### config.mk
export PLATFORM = sky130hd
export DESIGN_NAME = bin_to_bcd_seq_flat
export DESIGN_NICKNAME = d
export VERILOG_FILES = /design/src/rtl/bin_to_bcd_seq_if.sv /design/src/rtl/bin_to_bcd_seq.sv /design/src/flat_wrapper.sv
export SDC_FILE = /design/constraint.sdc
export NUM_CORES = 1
export LEC_CHECK = 0
export BUFFER_PORTS_ARGS = -buffer_cell sky130_fd_sc_hd__buf_4
export CAP_MARGIN = 25
export CORE_MARGIN = 2
export CORE_UTILIZATION = 55
export CTS_CLUSTER_SIZE = 28
export DETAILED_ROUTE_END_ITERATION = 7
export HOLD_SLACK_MARGIN = 0.1
export PLACE_DENSITY = 0.76
export SYNTH_ARGS = -nofsm -noshare
export SYNTH_HDL_FRONTEND = slang
export SYNTH_SLANG_ARGS = --single-unit
### constraint.sdc
create_clock -name clock -period 2.74 [get_ports clock]
set_clock_uncertainty 0.05 [all_clocks]
set_input_delay 0.137 -clock clock [delete_from_list [all_inputs] [get_ports clock]]
set_output_delay 0.137 -clock clock [all_outputs]
set_load 0.02 [all_outputs]
### src/rtl/bin_to_bcd_seq_if.sv
// Handshake/data bundle between the ALU-side requester and the binary-to-BCD converter.
interface bin_to_bcd_seq_if #(
  parameter int unsigned WIDTH = 16
);
  logic             start;
  logic [WIDTH-1:0] binary;
  logic [15:0]      bcd;
  logic             busy;
  logic             done;
  logic             overflow;

  modport master (
    output start,
    output binary,
    input  bcd,
    input  busy,
    input  done,
    input  overflow
  );

  modport slave (
    input  start,
    input  binary,
    output bcd,
    output busy,
    output done,
    output overflow
  );
endinterface

### src/rtl/bin_to_bcd_seq.sv
// Sequential shift-and-add-3 binary-to-BCD converter feeding the seven-segment multiplexer.
// Optional BIN_TO_BCD_SAT_EN: clamp bcd to 16'h9999 when the value exceeds 9999.
module bin_to_bcd_seq #(
  parameter int unsigned WIDTH = 16
) (
  input  logic             clock,
  input  logic             reset_n,
  bin_to_bcd_seq_if.slave  conv_io
);

  typedef enum logic [1:0] {StIdle, StShift, StDone} state_e;

  state_e           state_q, state_d;
  logic [WIDTH-1:0] shreg_q, shreg_d;
  logic [19:0]      scratch_q, scratch_d, scratch_adj;
  logic [4:0]       cnt_q, cnt_d;
  logic [15:0]      bcd_q, bcd_d;
  logic             ovf_q, ovf_d;
  logic             done_q, done_d;

  // Add-3 adjust on the pre-shift digits, so the shift sees corrected values.
  always_comb begin
    scratch_adj = scratch_q;
    for (int i = 0; i < 5; i++) begin
      if (scratch_q[4*i +: 4] >= 4'd5) begin
        scratch_adj[4*i +: 4] = scratch_q[4*i +: 4] + 4'd3;
      end
    end
  end

  always_comb begin
    state_d   = state_q;
    shreg_d   = shreg_q;
    scratch_d = scratch_q;
    cnt_d     = cnt_q;
    bcd_d     = bcd_q;
    ovf_d     = ovf_q;
    done_d    = 1'b0;
    case (state_q)
      StIdle: begin
        if (conv_io.start) begin
          shreg_d   = conv_io.binary;
          scratch_d = '0;
          cnt_d     = 5'(WIDTH);
          state_d   = StShift;
        end
      end
      StShift: begin
        scratch_d = {scratch_adj[18:0], shreg_q[WIDTH-1]};
        shreg_d   = shreg_q << 1;
        cnt_d     = cnt_q - 5'd1;
        if (cnt_q == 5'd1) begin
          state_d = StDone;
        end
      end
      StDone: begin
        ovf_d = |scratch_q[19:16];
`ifdef BIN_TO_BCD_SAT_EN
        bcd_d = (|scratch_q[19:16]) ? 16'h9999 : scratch_q[15:0];
`else
        bcd_d = scratch_q[15:0];
`endif
        done_d  = 1'b1;
        state_d = StIdle;
      end
      default: state_d = StIdle;
    endcase
  end

  always_ff @(posedge clock or negedge reset_n) begin
    if (!reset_n) begin
      state_q   <= StIdle;
      shreg_q   <= '0;
      scratch_q <= '0;
      cnt_q     <= '0;
      bcd_q     <= '0;
      ovf_q     <= 1'b0;
      done_q    <= 1'b0;
    end else begin
      state_q   <= state_d;
      shreg_q   <= shreg_d;
      scratch_q <= scratch_d;
      cnt_q     <= cnt_d;
      bcd_q     <= bcd_d;
      ovf_q     <= ovf_d;
      done_q    <= done_d;
    end
  end

  assign conv_io.bcd      = bcd_q;
  assign conv_io.busy     = (state_q != StIdle);
  assign conv_io.done     = done_q;
  assign conv_io.overflow = ovf_q;

endmodule
### src/flat_wrapper.sv
// flat-port wrapper written by rule: the top's interface ports become plain ports
module bin_to_bcd_seq_flat 
#(
  parameter int unsigned WIDTH = 16
)
  (clock, reset_n, conv_io_start, conv_io_binary, conv_io_bcd, conv_io_busy, conv_io_done, conv_io_overflow);
  bin_to_bcd_seq_if #(.WIDTH(WIDTH)) conv_io_i ();
  input  logic clock;
  input  logic reset_n;
  input wire logic [$bits(conv_io_i.start)-1:0] conv_io_start;
  input wire logic [$bits(conv_io_i.binary)-1:0] conv_io_binary;
  output wire logic [$bits(conv_io_i.bcd)-1:0] conv_io_bcd;
  output wire logic [$bits(conv_io_i.busy)-1:0] conv_io_busy;
  output wire logic [$bits(conv_io_i.done)-1:0] conv_io_done;
  output wire logic [$bits(conv_io_i.overflow)-1:0] conv_io_overflow;
  assign conv_io_i.start = conv_io_start;
  assign conv_io_i.binary = conv_io_binary;
  assign conv_io_bcd = conv_io_i.bcd;
  assign conv_io_busy = conv_io_i.busy;
  assign conv_io_done = conv_io_i.done;
  assign conv_io_overflow = conv_io_i.overflow;
  bin_to_bcd_seq #(.WIDTH(WIDTH)) u_core (.clock(clock), .reset_n(reset_n), .conv_io(conv_io_i));
endmodule
Word level (Yosys, flattened, before mapping)
Cells that the tools add are included.
- register bits: 61
- bits in latches: 0
- RAM bits: 0
- memory bits (read-only): 0
- output and inout port bits: 19
- memories: 0
- add/sub/neg operators: 6
- multiply operators: 0
- divide/modulo/power cells: 0
- magnitude comparators: 5
- equality and inequality tests: 5
- shift-type cells: 0
- muxes and demuxes: 15
- bitwise logic cells: 0
- reduce and logical (&&, ||, !) cells: 6
- operator list (operator ; count):
    case mux 20 bit (2 select lines) ; 1
    case mux 16 bit (2 select lines) ; 1
    >= comparator 4 x 3 -> 1 bit (second input constant) ; 5
    2-to-1 mux 20 bit ; 1
    adder 4 x 2 -> 4 bit (second input constant) ; 4
    2-to-1 mux 16 bit ; 1
    2-to-1 mux 4 bit ; 4
    case mux 5 bit (2 select lines) ; 1
    == test 5 x 1 -> 1 bit (second input constant) ; 1
    2-to-1 mux 5 bit ; 1
    subtractor 5 x 1 -> 5 bit (second input constant) ; 1
    2-to-1 mux 2 bit ; 2
    case mux 2 bit (2 select lines) ; 1
    AND reduction 2 bit ; 2
    nonzero test 2 bit ; 2
    OR reduction 4 bit ; 1
    adder 3 x 2 -> 3 bit (second input constant) ; 1
    2-to-1 mux 3 bit ; 1
    == test 2 x 1 -> 1 bit (second input constant) ; 1
    == test 2 bit (second input constant) ; 1
    logical NOT 2 bit ; 1
    != test 2 x 1 -> 1 bit (second input constant) ; 1
    != test 2 bit (second input constant) ; 1
    2-to-1 mux 1 bit ; 1

Logic depth before layout (Yosys ltp)
Gate-level depths: netlist (run 1).
- depth after elaboration: 3
- mapped depth: 6
- depth with buffers taken out: 5

Least setup slack after synthesis (run 1)
No wires, ideal clock.
- kind: register to register
- start: register u_core.scratch_q[12]
- end: register u_core.scratch_q[13]
- setup time: 0.133 ns
- arrival: 1.217 ns
- data required time: 2.557 ns
- path slack: 1.340 ns
- cell stages (with the launch flop): 6
- buffers on the path: 0
- period minus slack after synthesis: 1.400 ns
- cells stage by stage: dfrtp_1 > inv_1 > ha_1 > nor2b_1 > o21a_1 > o221ai_2
- longest elaborated chain between the ends: 3
- RTL lines (item ; line ; text):
    from (decl) ; bin_to_bcd_seq.sv:15 ; logic [19:0] scratch_q, scratch_d, scratch_adj;
    from (signal assigned) ; bin_to_bcd_seq.sv:82 ; scratch_q <= scratch_d;
    adder 4 x 2 -> 4 bit / >= comparator 4 x 3 -> 1 bit (equally long branches) ; bin_to_bcd_seq.sv:26, bin_to_bcd_seq.sv:25 ;
    2-to-1 mux 4 bit * ; bin_to_bcd_seq.sv:25 ; if (scratch_q[4*i +: 4] >= 4'd5) begin
    case mux 20 bit (2 select lines) * ; bin_to_bcd_seq.sv:39 ; case (state_q)
Every way passes the cells marked *; elsewhere a longest branch is shown, timed or not.
A chain may end at the register's enable or synchronous reset.

Worst setup path after layout (run 1)
- start: register u_core.state_q[1]
- end: register u_core.cnt_q[2]
- longest elaborated chain between the ends: 3
- RTL lines (item ; line ; text):
    from (decl) ; bin_to_bcd_seq.sv:13 ; state_e state_q, state_d;
    from (signal assigned) ; bin_to_bcd_seq.sv:72 ; state_q <= StIdle;
    from (signal assigned) ; bin_to_bcd_seq.sv:80 ; state_q <= state_d;
    == test 2 x 1 -> 1 bit / logical NOT 2 bit (equally long branches) ; bin_to_bcd_seq.sv:39 ;
    nonzero test 2 bit (no source line) / != test 2 bit (equally long branches) ; n/a ;
    AND reduction 2 bit (no source line) ; n/a ;
    to (signal assigned) ; bin_to_bcd_seq.sv:83 ; cnt_q <= cnt_d;
    to (decl) ; bin_to_bcd_seq.sv:16 ; logic [4:0] cnt_q, cnt_d;
Several ways; a longest one is shown, not always the timed one.

==> metrics.cfg, run 1 <==
[logic_synthesis]
synth_cells = 305
synth_ff_type = dfrtp_1
yosysMostFrequentCell = dfrtp_1
yosysSeqAreaShare_pct = 47.4
synth-async-reset-ratio_pct = 100
synth.distinct_cells = 37
synth_nets = 337
synth_area_mm2 = 0.00322
synth.area.top_cells = dfrtp_1, ha_1, o21ai_0
avgSynthCellArea_um2 = 10.6
yosysWarningCount = 0
ys_ff_latch = 61
synth_top_cell_by_area = dfrtp_1
synth_edf_count = 0
netlist_top_cells_count = dfrtp_1, nand2_1, o21ai_0, inv_1, nor2b_1
yosys.area.top_type_share_pct = 47.4

[placed_design]
gp_congestion = 0.833
io_buffers = 37
placed_area_mm2 = 0.00348
dp_hpwl_um = 4290
place_ws_ns = 0.926
dp_cells = 401

[sta]
worst_pin_slew_ns = 0.756
max_freq_mhz = 536
rsz0062_at_grt = false
fin_tns_setup_ns = 0
holdWs_ns = 0.249
worst_slack_ns = 0.874
period_share_pct = 68.1
hold_violations = 0
setup_violations = 0
period_needed_ns = 1.87
slew_headroom_pct = 49.6
slew_viol_final = 0

[route]
postRouteAntennaNets = 0
drc = 0
vias = 2457
vias_per_cell = 5.66
drt_pass1_iterations = 4
avgRoutedWirePerCell_um = 15.1
drt-total-wl_um = 6570
drt_iter0_drc = 197

[layout]
nNetsFinal = 389
final_area_mm2 = 0.00386
post-route-util_pct = 69.3
drive_gt1_share_pct = 22.7
insertedDiodeCount = 0
final_cells = 434
area_growth_pct = 20.0

[global_routing]
grt_overflow = 0
grt_max_degree = 62
grt_pass1_vias = 2396
gr-usage-all-layers_pct = 22.8
grt_pass1_wl_um = 11300
grt_antenna_before_repair = 1

[worst_setup_path]
rrSetupSlack_ns = 0.87
path_cells = nor2b_2 -> buf_4 -> nand2_1 -> mux2i_1
slowest_delay_ns = 0.65
crit_buf_inv = 1
cp_top_family = flip-flops
rr_startpoint = u_core.state_q[1]
startpoint_type = flip-flop
path_max_fanout = 32
worstSetupPathType = flip-flop to flip-flop
required_ns = 2.94
cp.arrival_ns = 2.06
r2r-end = u_core.cnt_q[2]
ff2ff_path_depth = 4
critPathSlowestCell = dfrtp_1
cp-end-kind = flip-flop

[pwr]
switching_share_pct = 40.3
finalPower_mw = 4.26
irDropWorstVdd_mv = 0.695
p_int_mw = 2.54
p_switching_mw = 1.72
power_density_mw_per_mm2 = 1100
power_frac_clock_pct = 19.5
p_comb_share_pct = 45.1
pwr-share-seq_pct = 35.4
p_leak_nw = 1.73

[min_path]
hp-class = input port to flip-flop
min_from = conv_io_start
min_to = u_core.shreg_q[13]
hold_depth = 4

[clock_network]
htreeDepth = 3
cts_made_buffers = 9
tritoncts = built
worstSkewPairLatency_ns = 0.34
ctsLongestPathBuffers = 2
clk_pin_slew_ns = 0.07
clkSinkCount = 61
clockRootBuffer = clkbuf_8
post_cts_buffers = 0

[job]
maxCapViolations = 0

[run_status]
outcome = finished, final reports clean

[die]
initial_utilization_pct = 57.8
dieWidth_um = 80.5
fp.coreArea_mm2 = 0.00557
die_h_um = 80.5
dieArea_mm2 = 0.00649
io-pin-count = 38
rows = 27

-- routing by layer --
metal  global-route usage [%]  vias up  wire (um)
li1                         -     1193          -
met1                     32.0     1180       3060
met2                     34.3       69       3010
met3                     4.38       15        343
met4                     10.0        0        160
met5                        0        -          0
-- cells in the final DEF, fill, tap and decap left out, types with 2 or more instances in the layout --
cell,instances
and3_1,2
nand2_1,32
a21oi_1,16
o21ai_0,30
xnor2_1,4
buf_4,44
o311ai_2,4
inv_1,24
dfrtp_1,61
o31ai_1,5
o21a_1,5
clkbuf_8,11
a32o_1,5
o21ai_1,12
ha_1,13
mux2i_1,2
nand2b_1,4
o32ai_2,4
dlygate4sd3_1,17
a22oi_1,15
clkinvlp_4,2
o2111ai_1,5
o2111ai_2,5
nor2b_1,21
o221ai_2,5
-- final cells by class --
cell class	count	area [um2]
sequential	61	1530
timing repair buffer	61	500
inverter	24	90.1
tap	72	90.1
fill	422	1710
clock inverter	5	58.8
multi-input combinational	200	1450
clock buffer	11	151
-- what timing repair did --
action | CTS | global route
hold buffers | 17 | 0
endpoints found under the hold margin | 77 | 0
resized for setup | 0 | 0
-- kinds of logic after synthesis --
family	count (synthesis)	share of synthesized area (%)
AOI/OAI and AO/OA	115	27.6
xor gates and xnor gates	4	1.09
adders and majority gates	13	5.05
buffers and inverters	44	7.77
DFF	61	47.4
muxes	2	0.621
and+or+nand+nor	66	10.5
-- sequential cells by signal, summed over array words and instances (netlist names) --
name	cells
u_core.scratch_q	20
u_core.cnt_q	5
u_core.conv_io.done	1
u_core.state_q	2
u_core.shreg_q	16
u_core.conv_io.bcd	16
u_core.conv_io.overflow	1
-- worst min-delay path: stages --
cell	delay, ns
buf_4	0.18
nor2b_1	0.12
a21oi_1	0.04
o21ai_1	0.10
-- power by group through the flow --
| stage | clock (mW) | combinational, mW | sequential (mW) |
|---|---|---|---|
| 2_1_floorplan | 0 | 1.48 | 1.53 |
| 3_3_place_gp | 0 | 1.84 | 1.50 |
| 3_5_place_dp | 0 | 1.91 | 1.51 |
| 4_1_cts | 0.845 | 1.93 | 1.50 |
| 5_1_grt | 0.887 | 2.15 | 1.55 |
| 6_report | 0.830 | 1.92 | 1.51 |
-- worst max-delay path by stage --
stage / from / to / slack (ns) / cells past startpoint
final: u_core.state_q[1] / u_core.cnt_q[2] / 0.87 / 4
after floorplan: u_core.scratch_q[12] / u_core.scratch_q[13] / 1.34 / 5
after global routing: u_core.state_q[1] / u_core.scratch_q[10] / 0.74 / 4
after global placement: u_core.state_q[1] / u_core.scratch_q[18] / 1.03 / 4
after CTS: u_core.state_q[1] / u_core.scratch_q[10] / 0.90 / 4
after detailed placement: u_core.state_q[1] / u_core.scratch_q[10] / 0.93 / 4
Note: power is estimated with default switching activity, not from simulation.
==> run 2, diff against run 1 <==
--- a/config.mk
+++ b/config.mk
@@ -8,11 +8,11 @@
 export BUFFER_PORTS_ARGS = -buffer_cell sky130_fd_sc_hd__buf_4
 export CAP_MARGIN = 25
 export CORE_MARGIN = 2
-export CORE_UTILIZATION = 55
+export CORE_UTILIZATION = 52
 export CTS_CLUSTER_SIZE = 28
 export DETAILED_ROUTE_END_ITERATION = 7
 export HOLD_SLACK_MARGIN = 0.1
-export PLACE_DENSITY = 0.76
+export PLACE_DENSITY = 0.75
 export SYNTH_ARGS = -nofsm -noshare
 export SYNTH_HDL_FRONTEND = slang
 export SYNTH_SLANG_ARGS = --single-unit
==> constraint.sdc (replaced) <==
create_clock -name clock -period 1.6 [get_ports clock]
set_clock_uncertainty 0.05 [all_clocks]
set_input_delay 0.08 -clock clock [delete_from_list [all_inputs] [get_ports clock]]
set_output_delay 0.08 -clock clock [all_outputs]
set_load 0.02 [all_outputs]
==> run 2 against run 1 <==
Compared with the run above:
- largest cell class unchanged
- via count rose by 2.2%
- clock power rose by 64%
- setup slack got worse by 0.80 ns
- critical path depth rose by 1
- clock-buffer cell count rose by 1
- cell area rose by 3.8%
- sequential share of layout area fell by 1.4 points
- power rose by 77%
- sequential power rose by 69%
- flip-flop and latch count did not move
==> metrics.cfg, run 2 (synthesized netlist as in run 1, its figures left out) <==
[run_status]
outcome = finished, final reports clean

[global_routing]
grt_pass1_vias = 2418  ; +0.92%
gr-usage-all-layers_pct = 21.8  ; -0.98 points
grt_overflow = 0  ; unchanged
grt_pass1_wl_um = 11200  ; -0.55%
grt_antenna_before_repair = 0  ; -1
grt_max_degree = 36  ; -42%

[clock_network]
htreeDepth = 3  ; unchanged
tritoncts = built
clkSinkCount = 61  ; unchanged
clk_pin_slew_ns = 0.07  ; about the same
worstSkewPairLatency_ns = 0.34  ; about the same
cts_made_buffers = 9  ; unchanged
ctsLongestPathBuffers = 2  ; unchanged
clockRootBuffer = clkbuf_8

[layout]
insertedDiodeCount = 0  ; unchanged
largest_reg_flops = 20  ; unchanged
area_growth_pct = 24.5
nFillCells = 478  ; +13%
drive_gt1_share_pct = 26.8  ; +4.2 points
final_cells = 448  ; +3.2%
nNetsFinal = 400  ; +2.8%
regMostFlops = u_core.scratch_q
final_common_cell = dfrtp_1
layout.cells.most_common_list = dfrtp_1, buf_4, nand2_1, o21ai_0, inv_1

[die]
rows = 28  ; +3.7%
dieArea_mm2 = 0.00684  ; +5.5%
dieWidth_um = 82.7  ; +2.7%
die_h_um = 82.7  ; +2.7%
initial_utilization_pct = 54.1  ; -3.7 points
fp.coreArea_mm2 = 0.00596  ; +6.8%
io-pin-count = 38  ; unchanged

[job]
maxCapViolations = 0  ; unchanged

[route]
postRouteAntennaNets = 0  ; unchanged
drt_pass1_iterations = 4  ; unchanged
drc = 0  ; unchanged
vias = 2510  ; +2.2%
drt_iter0_drc = 100  ; -49%
vias_per_cell = 5.60  ; -1.0%
drt-total-wl_um = 6580  ; +0.12%
avgRoutedWirePerCell_um = 14.7  ; -3.0%

[placed_design]
io_buffers = 37  ; unchanged
dp_cells = 412  ; +2.7%
dp_hpwl_um = 4310  ; +0.61%
gp_congestion = 0.828  ; -0.52%

[pwr]
irDropWorstVdd_mv = 0.889  ; +28%
power_density_mw_per_mm2 = 1880  ; +70%
p_leak_nw = 1.81  ; +4.7%

[sta]
rsz0062_at_grt = false
fin_tns_setup_ns = 0  ; unchanged
hold_violations = 0  ; unchanged
period_share_pct = 95.3  ; +27 points
slew_headroom_pct = 70.6  ; +21 points
setup_violations = 0  ; unchanged
period_needed_ns = 1.52  ; -0.341 ns
max_freq_mhz = 656  ; +22%
slew_viol_final = 0  ; unchanged
worst_pin_slew_ns = 0.441  ; -0.314 ns

[worst_setup_path]
required_ns = 1.77  ; -1.17 ns
cp.arrival_ns = 1.70  ; -0.36 ns
path_max_fanout = 9  ; -72%
worstSetupPathType = flip-flop to flip-flop
startpoint_type = flip-flop
cp-end-kind = flip-flop

[min_path]
hp-class = input port to async pin

## run 2: power by group
group	total, mW	internal (mW)	switching (mW)
clock	1.36	0.758	0.600
combinational	3.61	1.67	1.94
sequential	2.55	2.12	0.431
## run 2: cell type report
cell class | count | area, um2 | area share (%)
Sequential cell | 61 | 1530 | 38.1
Tap cell | 75 | 93.8 | 2.34
Inverter | 24 | 90.1 | 2.25
Timing Repair Buffer | 72 | 637 | 15.9
Multi-Input combinational cell | 200 | 1470 | 36.6
Clock buffer | 12 | 145 | 3.62
Clock inverter | 4 | 47.5 | 1.19
## run 2: final timing paths
check                                       start                endpoint  slack (ns)  cells past startpoint
setup / recovery                u_core.state_q[0]    u_core.scratch_q[11]        0.08                      5
setup reg to reg                u_core.state_q[0]    u_core.scratch_q[11]        0.08                      5
min in group clock                  conv_io_start       u_core.shreg_q[9]        0.19                      4
hold reg to reg            u_core.conv_io.bcd[11]  u_core.conv_io.bcd[11]        0.43                      2
hold / removal                            reset_n  u_core.conv_io.bcd[13]        0.16                      2
max in group asynchronous                 reset_n      u_core.shreg_q[13]        0.84                      3
## run 2: what timing repair did
item | in CTS | in global routing
hold endpoints to repair | 77 | 0
cloned | 0 | 0
buffers inserted | 0 | 3
hold buffers | 17 | 0
endpoints found under the setup margin | 1 | 14
resized for setup | 1 | 9
## run 2: through the flow
step	power [mW]	area (um2)	worst slack [ns]	utilization [%]	hold slack, ns
floorplan	5.16	3220	0.200	-	-0.266
global placement	5.89	3600	0.126	60.4	-0.00834
detailed placement	6.02	3600	0.0398	60.4	-0.00852
CTS	7.45	3960	0.0124	66.5	0.164
global route	8.10	4010	0.00578	67.3	0.198
finish	7.52	4010	0.0755	67.3	0.160
## run 2: routing by layer
metal,vias up,share of wire (%),global-route usage [%]
met4,0,2.1,10.8
li1,1221,-,-
met3,16,4.0,4.24
met5,-,0,0
met2,71,45,33.6
met1,1202,49,29.5
## run 2: critical path, stage by stage (launching register included)
cell and delay (ns):
dfrtp_2 0.45, buf_4 0.15, nand2b_1 0.20, buf_4 0.25
o31ai_1 0.10, a32o_1 0.22
==> run 3, diff against run 2 <==
--- a/config.mk
+++ b/config.mk
@@ -12,7 +12,7 @@
 export CTS_CLUSTER_SIZE = 28
 export DETAILED_ROUTE_END_ITERATION = 7
 export HOLD_SLACK_MARGIN = 0.1
-export PLACE_DENSITY = 0.75
+export PLACE_DENSITY = 0.71
 export SYNTH_ARGS = -nofsm -noshare
 export SYNTH_HDL_FRONTEND = slang
 export SYNTH_SLANG_ARGS = --single-unit
==> run 3 against run 2 <==
Compared with the run above:
- first-iteration DRC count is 92% higher
- die area is the same
- power up 1.5%
- sequential share of layout area decreased by 0.32 points
- combinational power shrank 1%
- core utilization up 0.57 points
- clock-buffer cell count fell by 2
- non-clock buffer count grew 4
- sequential power hardly changed
- largest cell class unchanged
- highest routed layer unchanged
==> metrics.cfg, run 3 (synthesized netlist as in run 1, its figures left out) <==
[run_status]
outcome = finished, final reports clean

[layout]
area_growth_pct = 25.5
drive_gt1_share_pct = 27.1  ; +0.25 points
regMostFlops = u_core.scratch_q
nFillCells = 470  ; -1.7%
largest_reg_flops = 20  ; unchanged
layout.cells.most_common_list = dfrtp_1, buf_4, nand2_1, o21ai_0, inv_1
nNetsFinal = 404  ; +1.0%
final_common_cell = dfrtp_1
insertedDiodeCount = 0  ; unchanged

[sta]
worst_pin_slew_ns = 0.444  ; +0.00235 ns
fin_tns_setup_ns = 0  ; unchanged
slew_viol_final = 0  ; unchanged
period_share_pct = 96.0  ; +0.71 points
max_freq_mhz = 651  ; -0.74%
worst_slack_ns = 0.0641  ; -0.0114 ns
period_needed_ns = 1.54  ; +0.0114 ns
slew_headroom_pct = 70.4  ; -0.14 points
setup_violations = 0  ; unchanged
hold_violations = 0  ; unchanged
rsz0062_at_grt = false
holdWs_ns = 0.181  ; +0.0213 ns

[die]
dieWidth_um = 82.7  ; unchanged
dieArea_mm2 = 0.00684  ; unchanged
fp.coreArea_mm2 = 0.00596  ; unchanged
die_h_um = 82.7  ; unchanged
rows = 28  ; unchanged
io-pin-count = 38  ; unchanged
initial_utilization_pct = 54.1  ; unchanged

[placed_design]
place_ws_ns = 0.0287  ; -0.0111 ns
gp_congestion = 0.841  ; +1.5%
dp_hpwl_um = 4480  ; +3.8%
io_buffers = 37  ; unchanged

[clock_network]
worstSkewPairLatency_ns = 0.34  ; about the same
ctsLongestPathBuffers = 2  ; unchanged
htreeDepth = 3  ; unchanged
clk_pin_slew_ns = 0.07  ; about the same
clockRootBuffer = clkbuf_8
tritoncts = built
clkSinkCount = 61  ; unchanged
cts_made_buffers = 9  ; unchanged

[worst_setup_path]
path_max_fanout = 4  ; -5
cp-startpoint = u_core.scratch_q[4]
startpoint_type = flip-flop
cp_top_family = compound AO/OA/AOI/OAI gates
worstSetupPathType = flip-flop to flip-flop
required_ns = 1.78  ; about the same
cp-end-kind = flip-flop
critPathSlowestCell = dfrtp_1
cp.depth = 5  ; unchanged
path_cells = inv_1 -> ha_1 -> nor2b_2 -> o21a_1 -> o32ai_2
ff2ff_path_depth = 5  ; unchanged
slowest_delay_ns = 0.42  ; -0.03 ns
cp.arrival_ns = 1.71  ; about the same
rr_startpoint = u_core.scratch_q[4]
crit_buf_inv = 1  ; -1

[route]
drt-total-wl_um = 6720  ; +2.1%
avgRoutedWirePerCell_um = 14.9  ; +1.2%
drc = 0  ; unchanged
vias = 2491  ; -0.76%
postRouteAntennaNets = 0  ; unchanged
drt_iter0_drc = 192  ; +92%
drt_pass1_iterations = 4  ; unchanged
vias_per_cell = 5.51  ; -1.6%

[pwr]
p_switching_mw = 2.96  ; -0.44%
irDropWorstVdd_mv = 1.18  ; +33%
power_density_mw_per_mm2 = 1890  ; +0.60%
power_frac_clock_pct = 20.0  ; +1.9 points
switching_share_pct = 38.8  ; -0.74 points
pwr-share-seq_pct = 33.3  ; -0.6 points
p_int_mw = 4.67  ; +2.7%
p_leak_nw = 1.83  ; +1.2%
p_comb_share_pct = 46.7  ; -1.3 points

[global_routing]
grt_pass1_vias = 2350  ; -2.8%
grt_pass1_wl_um = 11200  ; +0.37%
grt_antenna_before_repair = 0  ; unchanged
gr-usage-all-layers_pct = 21.9  ; +0.083 points
grt_overflow = 0  ; unchanged
grt_max_degree = 36  ; unchanged

[min_path]
hp-class = input port to async pin

[job]
maxCapViolations = 0  ; unchanged

[run 3: path summary, 6_finish.rpt]
kind / to / slack (ns)
min: u_core.conv_io.bcd[7] / 0.18
max reg2reg: u_core.scratch_q[8] / 0.06
min in group clock: u_core.shreg_q[11] / 0.19
max in group asynchronous: u_core.shreg_q[5] / 0.82
max: u_core.scratch_q[8] / 0.06
min reg2reg: u_core.conv_io.bcd[11] / 0.43
[run 3: per-layer routing]
metal	part of all wire (%)	global-route usage, %
met2	49	34.6
met4	1.2	7.38
met3	3.6	6.30
met1	46	29.0
met5	0	0
[run 3: power groups by stage]
stage	Sequential, mW	Clock [mW]	Combinational [mW]
2_1_floorplan	2.61	0	2.54
3_3_place_gp	2.55	0	3.32
3_5_place_dp	2.58	0	3.44
4_1_cts	2.55	1.57	3.48
5_1_grt	2.62	1.63	3.96
6_report	2.54	1.53	3.56
[run 3: area by class of cell]
cell class                      count  area, um2  area share (%)
Sequential cell                    61       1530            37.8
Timing Repair Buffer               76        651            16.1
Tap cell                           75       93.8            2.32
Multi-Input combinational cell    200       1460            36.0
Clock buffer                       10        138            3.40
Inverter                           24       90.1            2.23
Clock inverter                      6       86.3            2.13
[run 3: repair_timing]
item,in CTS,in global routing
resized for setup,1,4
hold endpoints to repair,77,0
buffers inserted,0,4
hold buffers,17,0
endpoints found under the setup margin,1,13
[run 3: metrics by stage]
| stage | instance area (um2) | power, mW | cells | utilization [%] |
|---|---|---|---|---|
| floorplan | 3220 | 5.16 | 305 | - |
| global placement | 3610 | 5.88 | 415 | 60.6 |
| detailed placement | 3610 | 6.01 | 415 | 60.6 |
| CTS | 4000 | 7.60 | 448 | 67.2 |
| global route | 4040 | 8.21 | 452 | 67.9 |
| finish | 4040 | 7.63 | 452 | 67.9 |
